### src/rtl/imm_gen_pipe.sv
// Registered immediate generator for the ID stage: decodes every RV immediate
// format, sign-extends to XLEN and precomputes pc + imm behind a one-entry valid/ready stage.
module imm_gen_pipe #(
    parameter int XLEN    = 64,
    parameter int SHAMT_W = 6
) (
    input  logic            clk,
    input  logic            reset,
    input  logic            in_valid,
    output logic            in_ready,
    input  logic [31:0]     in_inst,
    input  logic [XLEN-1:0] in_pc,
    input  logic            flush,
    output logic            out_valid,
    input  logic            out_ready,
    output logic [XLEN-1:0] out_imm,
    output logic [2:0]      out_fmt,
    output logic [XLEN-1:0] out_target,
    output logic [XLEN-1:0] out_pc
);

    localparam logic [2:0] FMT_NONE  = 3'd0;
    localparam logic [2:0] FMT_I     = 3'd1;
    localparam logic [2:0] FMT_S     = 3'd2;
    localparam logic [2:0] FMT_B     = 3'd3;
    localparam logic [2:0] FMT_U     = 3'd4;
    localparam logic [2:0] FMT_J     = 3'd5;
    localparam logic [2:0] FMT_SHAMT = 3'd6;

    localparam logic [6:0] OP_LOAD   = 7'b0000011;
    localparam logic [6:0] OP_IMM    = 7'b0010011;
    localparam logic [6:0] OP_JALR   = 7'b1100111;
    localparam logic [6:0] OP_IMM32  = 7'b0011011;
    localparam logic [6:0] OP_STORE  = 7'b0100011;
    localparam logic [6:0] OP_BRANCH = 7'b1100011;
    localparam logic [6:0] OP_LUI    = 7'b0110111;
    localparam logic [6:0] OP_AUIPC  = 7'b0010111;
    localparam logic [6:0] OP_JAL    = 7'b1101111;

    // Handshake: a transfer happens on an edge where valid && ready are both high.
    // in_ready is combinational so a draining entry can be replaced without a bubble.
    logic            r_out_valid;
    logic [XLEN-1:0] r_out_imm;
    logic [2:0]      r_out_fmt;
    logic [XLEN-1:0] r_out_target;
    logic [XLEN-1:0] r_out_pc;

    logic [6:0]         w_opcode;
    logic               w_is_shift;
    logic signed [11:0] w_imm_i;
    logic signed [11:0] w_imm_s;
    logic signed [12:0] w_imm_b;
    logic signed [31:0] w_imm_u;
    logic signed [20:0] w_imm_j;
    logic [XLEN-1:0]    w_imm;
    logic [2:0]         w_fmt;
    logic [XLEN-1:0]    w_target;
    logic               w_accept;

    assign w_opcode   = in_inst[6:0];
    assign w_is_shift = (in_inst[13:12] == 2'b01);
    assign w_imm_i    = in_inst[31:20];
    assign w_imm_s    = {in_inst[31:25], in_inst[11:7]};
    assign w_imm_b    = {in_inst[31], in_inst[7], in_inst[30:25], in_inst[11:8], 1'b0};
    assign w_imm_u    = {in_inst[31:12], 12'b0};
    assign w_imm_j    = {in_inst[31], in_inst[19:12], in_inst[20], in_inst[30:21], 1'b0};

    // Signed fields are widened with size casts, which sign-extend to XLEN.
    always_comb begin
        w_fmt = FMT_NONE;
        w_imm = '0;
        case (w_opcode)
            OP_LOAD, OP_JALR: begin
                w_fmt = FMT_I;
                w_imm = XLEN'(w_imm_i);
            end
            OP_IMM: begin
                if (w_is_shift) begin
                    w_fmt = FMT_SHAMT;
                    w_imm = XLEN'(in_inst[20 +: SHAMT_W]);
                end else begin
                    w_fmt = FMT_I;
                    w_imm = XLEN'(w_imm_i);
                end
            end
            OP_IMM32: begin
                if (XLEN == 64) begin
                    if (w_is_shift) begin
                        w_fmt = FMT_SHAMT;
                        w_imm = XLEN'(in_inst[24:20]);
                    end else begin
                        w_fmt = FMT_I;
                        w_imm = XLEN'(w_imm_i);
                    end
                end
            end
            OP_STORE: begin
                w_fmt = FMT_S;
                w_imm = XLEN'(w_imm_s);
            end
            OP_BRANCH: begin
                w_fmt = FMT_B;
                w_imm = XLEN'(w_imm_b);
            end
            OP_LUI, OP_AUIPC: begin
                w_fmt = FMT_U;
                w_imm = XLEN'(w_imm_u);
            end
            OP_JAL: begin
                w_fmt = FMT_J;
                w_imm = XLEN'(w_imm_j);
            end
            default: begin
                w_fmt = FMT_NONE;
                w_imm = '0;
            end
        endcase
    end

    assign w_target = in_pc + w_imm;
    assign in_ready = !r_out_valid || out_ready;
    assign w_accept = in_valid && in_ready;

    // Flush only drops the valid bit; data registers keep their last contents.
    always_ff @(posedge clk) begin
        if (reset) begin
            r_out_valid  <= 1'b0;
            r_out_imm    <= '0;
            r_out_fmt    <= FMT_NONE;
            r_out_target <= '0;
            r_out_pc     <= '0;
        end else if (flush) begin
            r_out_valid <= 1'b0;
        end else if (w_accept) begin
            r_out_valid  <= 1'b1;
            r_out_imm    <= w_imm;
            r_out_fmt    <= w_fmt;
            r_out_target <= w_target;
            r_out_pc     <= in_pc;
        end else if (out_ready) begin
            r_out_valid <= 1'b0;
        end
    end

    assign out_valid  = r_out_valid;
    assign out_imm    = r_out_imm;
    assign out_fmt    = r_out_fmt;
    assign out_target = r_out_target;
    assign out_pc     = r_out_pc;

endmodule

### config.mk
export PLATFORM = sky130hd
export DESIGN_NAME = imm_gen_pipe
export DESIGN_NICKNAME = d
export VERILOG_FILES = /design/src/rtl/imm_gen_pipe.sv
export SDC_FILE = /design/constraint.sdc
export NUM_CORES = 1
export LEC_CHECK = 0
export ABC_AREA = 0
export CORE_ASPECT_RATIO = 0.7
export CORE_MARGIN = 2
export CORE_UTILIZATION = 45
export CTS_BUF_LIST = sky130_fd_sc_hd__clkbuf_16
export DETAILED_ROUTE_END_ITERATION = 7
export GPL_TIMING_DRIVEN = 0
export MAX_ROUTING_LAYER = met4
export PLACE_DENSITY_LB_ADDON = 0.08
export SLEW_MARGIN = 20
export SYNTH_ARGS = -nofsm -noshare
export SYNTH_HDL_FRONTEND = slang
export SYNTH_SLANG_ARGS = --single-unit
### constraint.sdc
create_clock -name clk -period 7.1 [get_ports clk]
set_input_delay 2.13 -clock clk [delete_from_list [all_inputs] [get_ports clk]]
set_output_delay 2.13 -clock clk [all_outputs]
set_load 0.01 [all_outputs]
==> flow_metrics.py, run 1 <==
metrics = {
    "setup_path": {
        "critPathMostFrequentCell": "o21ai_1",
        "cp-start-kind": "primary input",
        "crit_required_ns": 7.38,
        "critPathArrivalTime_ns": 7.21,
        "criticalPathCategory": "primary input to flip-flop",
        "critical_path.max_fanout": 7,
        "max_stage_delay_ns": 0.58,
        "cp_cell_sequence": "clkdlybuf4s50_1, or3_1, a2111o_1, nand3_1, a22o_1, ha_1, a211oi_1, o21ai_1, a31oi_1, o21ai_1, a31oi_2, o31ai_2, a221oi_2, o21ai_1, xnor2_1, o22ai_1",
        "end_kind": "flip-flop",
        "reg2reg_depth": 8,
        "critPathSlowestCell": "a221oi_2",
    },
    "synth": {
        "synthSimpleGateAreaFrac_pct": 22.6,
        "synthCells": 1343,
        "synth_compound_area_share_pct": 25.0,
        "ys_ff_latch": 164,
        "synthFlopType": "dfxtp_1",
        "synth_edf_count": 0,
        "synth_fa_ha_area_share_pct": 8.10,
        "synth_nets": 1508,
        "synth_area_um2": 9980,
        "synth_top_family_by_area": "compound AO/OA/AOI/OAI gates",
        "yosysWarnings": 0,
        "synth_xor_area_share_pct": 4.55,
        "synth.area.mux_share_pct": 0.501,
        "async_flop_share_pct": 0,
        "syn_avg_cell_area_um2": 7.43,
        "synth-seq-area-share_pct": 32.9,
        "synth_cell_type_count": 70,
    },
    "power": {
        "combPwrFrac_pct": 20.9,
        "pwr-share-clk_pct": 37.7,
        "switching_share_pct": 31.2,
        "intPower_w": 0.00163,
        "power_frac_seq_pct": 41.4,
        "leakagePower_nw": 5.56,
        "power_w": 0.00237,
        "p_sw_w": 0.000739,
        "powerDensity_nw_per_um2": 170,
        "ir_drop_v": 0.000165,
    },
    "timing": {
        "fin_skew_ns": 0.0102,
        "slew_viol_final": 0,
        "timing.fmax_ghz": 0.144,
        "finalSetupTns_ns": 0,
        "relSlewSlack_pct": 28.8,
        "setup_ws_ns": 0.171,
        "finalCritPeriodShare_pct": 97.6,
        "setup_viol": 0,
        "worst_pin_slew_ns": 1.07,
        "period_needed_ns": 6.93,
        "hold_violations": 0,
    },
    "hold_path": {
        "min_path_cells": 2,
        "hold_class": "flip-flop to flip-flop",
    },
    "route": {
        "drtAntennaViolNets": 0,
        "drt_iter0_drc": 838,
        "wirelength_um": 38000,
        "wl_per_cell_um": 19.4,
        "first_pass_iters": 6,
        "vias_per_cell": 5.66,
        "vias": 11080,
        "drcViolationCount": 0,
    },
    "clock_tree": {
        "clock-sinks": 164,
        "clock_latency_ns": 0.44,
        "cts_tree": "done",
        "cts_buffers": 17,
        "clkTransAtPathRegs_ns": 0.07,
        "cts_root_buffer": "clkbuf_16",
        "holdBufCountCts": 0,
        "cts_buffer_depth": 2,
        "cts_max_level": 4,
    },
    "placement": {
        "place.port_buffers": 297,
        "place_congestion": 0.960,
        "place_hpwl_um": 29900,
        "placedCellCount": 1922,
        "dp_slack_ns": -0.786,
    },
    "floorplan": {
        "rows": 45,
        "ios": 298,
        "dieArea_um2": 23400,
        "start_util_pct": 45.9,
        "core_area_um2": 21700,
        "die_h_um": 129,
        "die_x_um": 182,
    },
    "run": {
        "drv_cap": 0,
    },
    "global_route": {
        "grt_pass1_wl_um": 57200,
        "grt-ovfl-total": 0,
        "grt_max_degree": 35,
        "grt_pass1_vias": 10132,
        "grt_usage_pct": 32.6,
        "antenna_found_initial": 0,
    },
    "status": {
        "outcome": "complete, no violations",
    },
    "cells_and_area": {
        "drive_above_1_share_pct": 5.55,
        "final_nets": 1827,
        "fin_cells": 1957,
        "antennaDiodeCount": 0,
        "syn2layout_area_growth_pct": 39.6,
    },
}
## logic make-up (layout without fill, tap and decap cells)
| logic type | count (synthesis) | after routing |
|---|---|---|
| compound gates | 408 | 408 |
| xor+xnor | 51 | 51 |
| fa+ha+maj | 64 | 64 |
| buf+inv | 137 | 469 |
| flops | 164 | 164 |
| mux | 5 | 5 |
| simple gates | 514 | 514 |
## synthesized netlist by cell type (all sizes together), types with 6 or more instances
cell	n	area share (%)
a21o	49	3.7
buf	46	3.0
nand2	337	13
o21a	7	0.54
nor2b	9	0.56
nor3	22	1.2
dfxtp	164	33
o21ai	49	2.5
a31oi	10	0.63
inv	21	0.79
a21oi	206	10
xor2	15	1.3
a22o	6	0.53
nand3	24	1.2
ha	63	7.9
nand4	24	1.5
clkbuf	69	2.6
a211oi	11	0.88
o21bai	13	0.98
xnor2	36	3.2
and2	11	0.69
o31ai	9	0.73
nor2	52	2.0
## registers in the layout, indices dropped and copies added (netlist names)
register,cells
out_fmt,3
out_imm,32
out_target,64
out_pc,64
out_valid,1
## per-layer routing
layer,global-route usage [%],wire (µm)
met5,-,0
met4,7.69,686
met2,46.7,15600
met1,47.3,18600
met3,5.97,3110
## through the flow
step           util [%]  area (µm²)  hold slack [ns]
6_report           64.1       13900            0.451
5_1_grt            64.1       13900            0.466
4_1_cts            63.9       13900            0.451
3_5_place_dp       61.2       13300            0.444
3_3_place_gp       61.2       13300            0.439
2_1_floorplan         -        9980            0.476
## layout make-up
class,instances,area (µm²)
Inverter,22,86.3
Sequential cell,164,3280
Multi-Input combinational cell,1042,6110
Clock buffer,17,425
Fill cell,2000,7790
Clock inverter,15,129
Timing Repair Buffer,299,2990
Timing Repair inverter,1,7.51
Buffer,115,559
Tap cell,282,353
## power by group through the flow
stage	Sequential [W]	Clock [W]	Combinational [W]
4_1_cts	0.000983	0.000899	0.000485
3_5_place_dp	0.00100	0	0.000481
6_report	0.000983	0.000894	0.000495
2_1_floorplan	0.00102	0	0.000225
3_3_place_gp	0.00100	0	0.000479
5_1_grt	0.000987	0.000936	0.000532
## worst max-delay path, delay by kind of cell
family	cells	cell delay, ns
xor+xnor	1	0.23
buf+inv	1	0.57
fa+ha+maj	1	0.28
simple gates	2	0.57
compound gates	11	3.41
## cell usage in the layout, fill, tap and decap left out, types with 6 or more instances in the layout
master / instances
nor2b_1: 9
buf_4: 34
nor2_1: 52
a31oi_1: 9
o21a_1: 6
clkbuf_16: 17
clkdlybuf4s50_1: 297
nand3_1: 24
clkbuf_1: 68
xor2_1: 15
o21bai_1: 13
nand4_1: 24
a21oi_1: 206
ha_1: 63
dfxtp_1: 163
nor3_1: 20
and2_1: 11
o21ai_0: 38
buf_1: 9
clkinvlp_4: 6
xnor2_1: 35
o21ai_1: 10
inv_1: 20
nand2_1: 337
o31ai_1: 8
a211oi_1: 9
a21o_1: 49
a22o_1: 6
## path summary, 6_finish.rpt
kind	slack [ns]	from	end
setup / recovery	0.17	in_inst[2]	out_target[59]
hold / removal	0.45	out_target[17]	out_target[17]
setup reg to reg	4.23	out_valid	out_fmt[1]
hold reg to reg	0.45	out_target[17]	out_target[17]
## timing repair
| action | CTS | global route |
|---|---|---|
| setup endpoints to repair | 8 | 15 |
| cloned | 1 | 0 |
| gates resized for setup | 3 | 8 |
| buffers inserted | 0 | 2 |
(Power assumes the default switching activity.)
==> run 2, diff against run 1 <==
CELL_PAD_IN_SITES_DETAIL_PLACEMENT = 0   (was default)
CELL_PAD_IN_SITES_GLOBAL_PLACEMENT = 1   (was default)
CORE_UTILIZATION = 34   (was 45)
==> run 2 against run 1 <==
Non-clock buffer count decreased by 2. Hold slack got worse by 0.0013 ns. Die area increased by 31%. Via count decreased by 3.0%. Cell count increased by 5.0%. Sequential cell count unchanged. Critical path type unchanged.
==> flow_metrics.py, run 2 (synthesized netlist as in run 1, its figures left out) <==
metrics = {
    "hold_path": {
        "min_path_cells": 2,
        "hold_end": "out_target[28]",
        "hold_path_startpoint": "out_target[28]",
        "hold_class": "flip-flop to flip-flop",
    },
    "clock_tree": {
        "cts_buffer_depth": 2,
        "cts_tree": "done",
        "clock-sinks": 164,
        "cts_buffers": 17,
        "clock_latency_ns": 0.45,
        "holdBufCountCts": 0,
        "cts_root_buffer": "clkbuf_16",
        "clkTransAtPathRegs_ns": 0.07,
        "cts_max_level": 4,
    },
    "global_route": {
        "grt-busiest-layer": "met1",
        "antenna_found_initial": 5,
        "grt-ovfl-total": 0,
        "grt_pass1_wl_um": 60100,
        "grt_usage_pct": 26.4,
        "use_met3_pct": 6.43,
        "met1_usage_pct": 39.5,
        "grt.met2_usage_pct": 35.5,
        "grt_pass1_vias": 9903,
        "grt_max_degree": 35,
    },
    "setup_path": {
        "reg2reg_depth": 7,
        "critPathSlowestCell": "o31ai_2",
        "end_kind": "flip-flop",
        "r2r-end": "out_target[1]",
        "max_stage_delay_ns": 0.66,
        "critPathMostFrequentCell": "o21ai_1",
        "r2r-start": "out_valid",
        "criticalPathCategory": "primary input to flip-flop",
        "cp_cell_sequence": "clkdlybuf4s50_1, or3_1, a2111o_1, nand3_1, a22o_1, ha_1, a211oi_1, o21ai_1, a31oi_1, o21ai_1, a31oi_2, o31ai_2, a221oi_4, o21ai_1, xnor2_1, o22ai_1",
        "cp-start-kind": "primary input",
        "critPathArrivalTime_ns": 7.20,
        "critical_path.max_fanout": 7,
        "crit_required_ns": 7.40,
        "reg2reg_slack_ns": 4.25,
    },
    "cells_and_area": {
        "final_nets": 1824,
        "drive_above_1_share_pct": 5.44,
        "final_core_util_pct": 48.7,
        "final_common_cell": "nand2_1",
        "final_cell_mix": "337 x nand2_1, 297 x clkdlybuf4s50_1, 206 x a21oi_1",
        "post-route-cell-area_um2": 14100,
        "fin_cells": 2055,
        "syn2layout_area_growth_pct": 40.9,
    },
    "floorplan": {
        "core_area_um2": 28900,
        "die_x_um": 209,
        "ios": 298,
        "start_util_pct": 34.6,
        "rows": 52,
        "dieArea_um2": 30800,
        "die_h_um": 147,
    },
    "status": {
        "outcome": "complete, no violations",
    },
    "placement": {
        "placedCellCount": 2018,
        "postPlaceCellArea_um2": 13400,
        "place.port_buffers": 297,
        "place_hpwl_um": 31900,
        "place_congestion": 0.896,
    },
    "route": {
        "wirelength_um": 40200,
        "drtAntennaViolNets": 0,
        "first_pass_iters": 4,
        "wl_per_cell_um": 19.6,
        "vias_per_cell": 5.23,
        "drt_iter0_drc": 933,
        "vias": 10746,
        "drcViolationCount": 0,
    },
    "power": {
        "ir_drop_v": 0.000154,
        "power_w": 0.00240,
        "leakagePower_nw": 5.55,
        "powerDensity_nw_per_um2": 171,
    },
    "timing": {
        "setup_viol": 0,
        "worst_pin_slew_ns": 1.07,
        "fin_skew_ns": 0.0109,
        "period_needed_ns": 6.90,
        "relSlewSlack_pct": 28.7,
        "hold_violations": 0,
        "finalCritPeriodShare_pct": 97.2,
        "whs_ns": 0.450,
        "rsz0062_at_grt": "true",
        "timing.fmax_ghz": 0.145,
        "slew_viol_final": 0,
    },
    "run": {
        "drv_cap": 0,
    },
}
## run 2: critical path: cells and delay by family
family	cells	cell delay [ns]
AOI/OAI and AO/OA	11	3.53
xor gates and xnor gates	1	0.21
adders and majority gates	1	0.23
buffers and inverters	1	0.55
and+or+nand+nor	2	0.53
## run 2: per-layer routing
layer / wire (µm) / part of all wire (%) / vias up
met5: 0 / 0 / -
li1: - / - / 5332
met3: 2720 / 6.8 / 24
met2: 16200 / 40 / 351
met4: 352 / 0.87 / 0
met1: 21000 / 52 / 5039
## run 2: cell type report
class                      count  area [µm²]
fill                        2923       14800
multi-input combinational   1042        6120
sequential                   164        3280
timing repair buffer         298        2980
buffer                       114         554
tap                          378         473
clock buffer                  17         425
clock inverter                15         131
inverter                      22        85.1
antenna                        5        12.5
## run 2: worst max-delay path by stage
stage / slack [ns] / from / cells past startpoint / endpoint
after floorplan: 0.84 / in_inst[5] / 18 / out_target[60]
after global placement: -0.86 / in_inst[1] / 20 / out_target[60]
after detailed placement: -0.61 / in_inst[1] / 20 / out_target[61]
after CTS: 0.02 / in_inst[0] / 20 / out_target[60]
after global routing: -0.07 / in_inst[1] / 20 / out_target[60]
final: 0.20 / in_inst[2] / 16 / out_target[59]
## run 2: stage by stage
step           TNS, ns  setup slack, ns
3_5_place_dp     -6.20           -0.606
2_1_floorplan        0            0.839
6_report             0            0.197
4_1_cts              0           0.0185
3_3_place_gp    -10.02           -0.863
5_1_grt         -0.136          -0.0673
## run 2: repair_timing
item	4_1_cts	5_1_grt
pin swaps	0	1
gates resized for setup	1	11
setup endpoints to repair	1	15
buffers inserted	0	1
## run 2: where the power goes
group | total (W) | switching, W | internal, W
sequential | 0.000983 | 0.0000225 | 0.000960
combinational | 0.000496 | 0.000281 | 0.000215
clock | 0.000925 | 0.000441 | 0.000484
total | 0.00240 | 0.000745 | 0.00166
